**config.mk**
```make
export PLATFORM = sky130hd
export DESIGN_NAME = mem_rr_arbiter
export DESIGN_NICKNAME = d
export VERILOG_FILES = /design/src/rtl/mem_rr_arbiter.sv
export SDC_FILE = /design/constraint.sdc
export NUM_CORES = 1
export LEC_CHECK = 0
export ABC_AREA = 1
export BUFFER_PORTS_ARGS = -buffer_cell sky130_fd_sc_hd__buf_2
export CELL_PAD_IN_SITES_DETAIL_PLACEMENT = 0
export CELL_PAD_IN_SITES_GLOBAL_PLACEMENT = 1
export CORE_MARGIN = 5
export CORE_UTILIZATION = 28
export DETAILED_ROUTE_END_ITERATION = 8
export PLACE_DENSITY = 0.76
export REMOVE_ABC_BUFFERS = 1
export SETUP_SLACK_MARGIN = 0.02
export SLEW_MARGIN = 20
export SYNTH_ARGS = -nofsm -noshare
export SYNTH_HDL_FRONTEND = slang
export SYNTH_SLANG_ARGS = --single-unit
```
**constraint.sdc**
```tcl
create_clock -name clk -period 1.2 [get_ports clk]
set_input_delay 0.12 -clock clk [delete_from_list [all_inputs] [get_ports clk]]
set_output_delay 0.12 -clock clk [all_outputs]
set_load 0.02 [all_outputs]
```
**src/rtl/mem_rr_arbiter.sv**
```systemverilog
// Round-robin arbiter sharing one single-port register memory between two
// requesters; one access per IDLE -> ACCESS -> DONE pass, all outputs registered.
module mem_rr_arbiter #(
    parameter int DW = 16,
    parameter int AW = 2
) (
    input  logic          clk,
    input  logic          rstn,
    input  logic          req_a,
    input  logic          wr_a,
    input  logic [AW-1:0] addr_a,
    input  logic [DW-1:0] wdata_a,
    output logic          gnt_a,
    output logic          rvalid_a,
    output logic [DW-1:0] rdata_a,
    input  logic          req_b,
    input  logic          wr_b,
    input  logic [AW-1:0] addr_b,
    input  logic [DW-1:0] wdata_b,
    output logic          gnt_b,
    output logic          rvalid_b,
    output logic [DW-1:0] rdata_b,
    output logic          mem_sel,
    output logic          mem_wr,
    output logic [AW-1:0] mem_addr,
    output logic [DW-1:0] mem_wdata,
    input  logic [DW-1:0] mem_rdata,
    output logic          busy
);

    typedef enum logic [1:0] {
        IDLE   = 2'd0,
        ACCESS = 2'd1,
        DONE   = 2'd2
    } state_t;

    state_t        state_q, state_d;
    logic          prio_q, prio_d;
    logic          owner_q, owner_d;
    logic          cmd_wr_q, cmd_wr_d;
    logic [AW-1:0] cmd_addr_q, cmd_addr_d;
    logic [DW-1:0] cmd_wdata_q, cmd_wdata_d;
    logic [DW-1:0] rdata_a_q, rdata_a_d;
    logic [DW-1:0] rdata_b_q, rdata_b_d;
    logic          pick_b;

    // prio and owner use 0 for A and 1 for B.
    always_comb begin
        state_d     = state_q;
        prio_d      = prio_q;
        owner_d     = owner_q;
        cmd_wr_d    = cmd_wr_q;
        cmd_addr_d  = cmd_addr_q;
        cmd_wdata_d = cmd_wdata_q;
        rdata_a_d   = rdata_a_q;
        rdata_b_d   = rdata_b_q;
        pick_b      = req_b && (!req_a || prio_q);

        unique case (state_q)
            IDLE: begin
                if (req_a || req_b) begin
                    owner_d     = pick_b;
                    prio_d      = !pick_b;
                    cmd_wr_d    = pick_b ? wr_b    : wr_a;
                    cmd_addr_d  = pick_b ? addr_b  : addr_a;
                    cmd_wdata_d = pick_b ? wdata_b : wdata_a;
                    state_d     = ACCESS;
                end
            end
            ACCESS: begin
                if (!cmd_wr_q) begin
                    if (owner_q) begin
                        rdata_b_d = mem_rdata;
                    end else begin
                        rdata_a_d = mem_rdata;
                    end
                end
                state_d = DONE;
            end
            DONE: begin
                state_d = IDLE;
            end
            default: begin
                state_d = IDLE;
            end
        endcase
    end

    always_ff @(posedge clk) begin
        if (!rstn) begin
            state_q     <= IDLE;
            prio_q      <= 1'b0;
            owner_q     <= 1'b0;
            cmd_wr_q    <= 1'b0;
            cmd_addr_q  <= '0;
            cmd_wdata_q <= '0;
            rdata_a_q   <= '0;
            rdata_b_q   <= '0;
        end else begin
            state_q     <= state_d;
            prio_q      <= prio_d;
            owner_q     <= owner_d;
            cmd_wr_q    <= cmd_wr_d;
            cmd_addr_q  <= cmd_addr_d;
            cmd_wdata_q <= cmd_wdata_d;
            rdata_a_q   <= rdata_a_d;
            rdata_b_q   <= rdata_b_d;
        end
    end

    // The cmd registers only change when a winner is picked, so they also
    // provide the hold-last-value behaviour of the memory address/data bus.
    assign mem_sel   = (state_q == ACCESS);
    assign mem_wr    = (state_q == ACCESS) && cmd_wr_q;
    assign mem_addr  = cmd_addr_q;
    assign mem_wdata = cmd_wdata_q;

    assign gnt_a    = (state_q == DONE) && !owner_q;
    assign gnt_b    = (state_q == DONE) && owner_q;
    assign rvalid_a = gnt_a && !cmd_wr_q;
    assign rvalid_b = gnt_b && !cmd_wr_q;
    assign rdata_a  = rdata_a_q;
    assign rdata_b  = rdata_b_q;
    assign busy     = (state_q != IDLE);

endmodule
```
==> summary.txt <==
Critical path
  • CP max FO: 3
  • CP Capture Type: primary output
  • Data arrival, critical path: 1210 ps
  • Crit path launch type: flip-flop
  • Critical Path Most Common Cell: buf_6
  • Slowest-stage cell, CP: dfxtp_2
  • CP max stage delay: roughly 340 ps
  • Req. time, crit path: 1080 ps
  • Cell Chain, Critical Path: buf_6 > nor2_8 > buf_6 > inv_2 > nor2_4 > buf_6
  • Critical path launch point: state_q[1]$_SDFFE_PN0P_
  • Reg2Reg Launch Point: cmd_wr_q$_SDFFE_PN0P_
  • Crit path kind: reg2out

Synth
  • Distinct cell type count after synthesis: 21
  • Synth Register Bits: 55
  • Area share of the largest cell type after synthesis: approximately 47%
  • Netlist Area Pre-Place: 0.00232 mm2
  • Cell taking the most area after synthesis: dfxtp_1
  • Adder-cell area share of the yosys netlist: 0%
  • Post-synthesis mux area share: 0%
  • Compound-Gate Fraction of Synth Area: 7.70%
  • Mapped Cells: 319
  • Post-Synth Simple-Gate Area: 35.3%
  • Yosys warns: 0
  • Area contributors post-synth: dfxtp_1 47%, nor2_1 11%, nand3_1 8.4%, nand2_1 7.1%, nand4_1 5.1%
  • Post-synthesis xor/xnor area fraction: 0%
  • Register area share after synthesis: 47.4%
  • Syn Area/Cell: 7.29 um2
  • Main combinational cell family by area after synthesis: simple AND/OR/NAND/NOR gates

Die
  • Die Wd: 101 um
  • Core ar.: 0.00813 mm2
  • Top Ports: 115
  • Die H: 101 um
  • Number of cell rows: 33
  • Initial Util: 28.6%
  • Die area: 0.0102 mm2

Cells and area
  • Total Nets Final: 506
  • Ant diodes: 0
  • Reg area: 0.00111 mm2
  • Layout cells sized above 1: 42.8%
  • Area of the multi-input gates: 0.00120 mm2
  • Area growth, synth to finish: 53.6%
  • Commonest non-fill, non-tap cells in the layout: 109 x buf_2, 59 x nor2_1, 51 x dfxtp_1
  • Fin cells: 554
  • Number of fill cells: roughly 840
  • Most common cell after layout, fill and taps aside: buf_2

Route
  • Wire per inst: 13.8 um
  • Via-to-Cell Ratio: 4.65
  • Router iterations before antenna repair: 4
  • Vias post-DR: 2,574
  • WL final: approximately 7.6 mm
  • Detailed Route Iter0 Violations: 49
  • Post-route ant nets: 0
  • DRC viols: 0

Clocking
  • CTS tree: done
  • CTS Buffer Depth: 2
  • Clock Pin Slew Worst Setup and Hold Paths: 100 ps
  • Cts bufs inserted: 5
  • Clk Tree Root Cell: clkbuf_8
  • Post-CTS Hold Buffers: 0
  • Sink Count: 55
  • H-tree levels: 2
  • Clk_lat worst skew: 310 ps

Power and ir drop
  • Final Power: roughly 0.0043 W
  • VDD IR-drop max: 0.576 mV
  • Net switching component of the power: about 0.0014 W
  • Lkg Pwr: between 1.5 and 2 nW
  • Clock power frac: 23.0%
  • Pwr Density: 1210 mW/mm2
  • Comb pwr share: 29.4%
  • Seq pwr share: 47.6%
  • Switching share of power: around a third
  • Internal Dissipation: around 0.0029 W

Hold path
  • Hold WC Path Type: in2reg
  • Worst hold start: mem_rdata[12]

GRT
  • GRT Overall Usage: 14.7%
  • Total grt overflow: 0
  • Largest net degree at the start of global routing: 32
  • Vias in the first global route: approximately 2,500
  • Initial antenna violation count: 0
  • First-pass GRT wire length: 12.2 mm

Timing
  • Crit path time final: 1330 ps
  • Relative slew slack: 64.1%
  • Min Hold Slack: approximately 57 ps
  • Final hold violation count: 0
  • Max Freq: 0.752 GHz
  • Setup Skew: 14.8 ps
  • Fin crit share: 111%
  • Post-route setup slack: -129 ps
  • RSZ-0062 raised after global routing: true
  • Setup TNS Final: -2930 ps
  • Final setup vio count: 59
  • Final Max Slew Viols: 0
  • Worst slew pin tran: between 500 and 600 ps

Job
  • Max capacitance violation total: 0

Placement
  • Final RePlAce weighted congestion: 0.795
  • Post-DP HPWL: 5.37 mm
  • Dpl cells: 535
  • IO buf count: ~110

Run status
  • Failing checks: negative setup slack
  • Status: complete, but fails checks
critical path, delay by kind of cell, from the launching register on:
family,cells,cell delay (ps)
flip-flops,1,340
buffers and inverters,4,380
AND/OR/NAND/NOR,2,190
logic make-up (layout without fill, tap and decap cells):
family	count (synthesis)	in the layout
AOI/OAI and AO/OA	35	35
buffers and inverters	50	178
DFF	55	55
and+or+nand+nor	179	181
cell type report:
cell class / count / area share, %
inverter: 28 / 3.61
sequential: 55 / 31.0
clock buffer: 7 / 2.14
clock inverter: 1 / 0.140
multi-input combinational: 216 / 33.7
timing repair inverter: 1 / 0.315
tap: 105 / 3.68
timing repair buffer: 141 / 25.4
timing repair:
action / in CTS / in global routing
pin swaps: 3 / 2
gates resized for setup: 63 / 19
setup buffers: 6 / 1
gates cloned: 3 / 1
endpoints found under the setup margin: 58 / 60
metrics by stage:
stage	cell area [um2]	setup slack, ps	utilization, %
final	3570	-129	43.9
after global placement	3100	-133	38.1
after floorplan	2210	-684	-
after detailed placement	3100	-138	38.1
after global routing	3570	-191	43.9
after CTS	3460	-149	42.5
path summary, 6_finish.rpt:
kind | endpoint | slack (ps) | depth (start not counted)
worst min-delay path | rdata_a[12]$_SDFFE_PN0P_ | 60 | 3
worst max register to register | rdata_a[0]$_SDFFE_PN0P_ | -90 | 7
worst min register to register | prio_q$_SDFFE_PN0P_ | 470 | 2
worst max-delay path | mem_wr | -130 | 6
cell usage after synthesis, drive strengths merged:
| cell | instances |
|---|---|
| o21ai | 33 |
| nand4 | 19 |
| dfxtp | 55 |
| nand3 | 41 |
| nor2 | 71 |
| clkbuf | 9 |
| a21oi | 2 |
| nor3 | 2 |
| nand2 | 44 |
| buf | 13 |
| nor4 | 2 |
| inv | 26 |
| clkinv | 2 |
metal layers:
layer  share of wire, %  GRT usage, %
met3                 13          5.81
met2                 43          22.9
met1                 43          18.8
met4                1.3          4.19
met5                  0             0
state kept, by name, summed over array words and instances, names as in the netlist:
name and flops:
cmd_wr_q 1, mem_wdata 16, prio_q 1, mem_addr 2, rdata_b 16, rdata_a 16, owner_q 1, state_q 2
power by group through the flow:
stage | logic [W] | clock network [W] | registers, W
finish | 0.00127 | 0.000992 | 0.00206
global route | 0.00140 | 0.00109 | 0.00208
CTS | 0.00122 | 0.00103 | 0.00206
detailed placement | 0.00109 | 0 | 0.00209
global placement | 0.00108 | 0 | 0.00209
floorplan | 0.000421 | 0 | 0.00225
No activity file was read; power rests on OpenSTA's default activity.
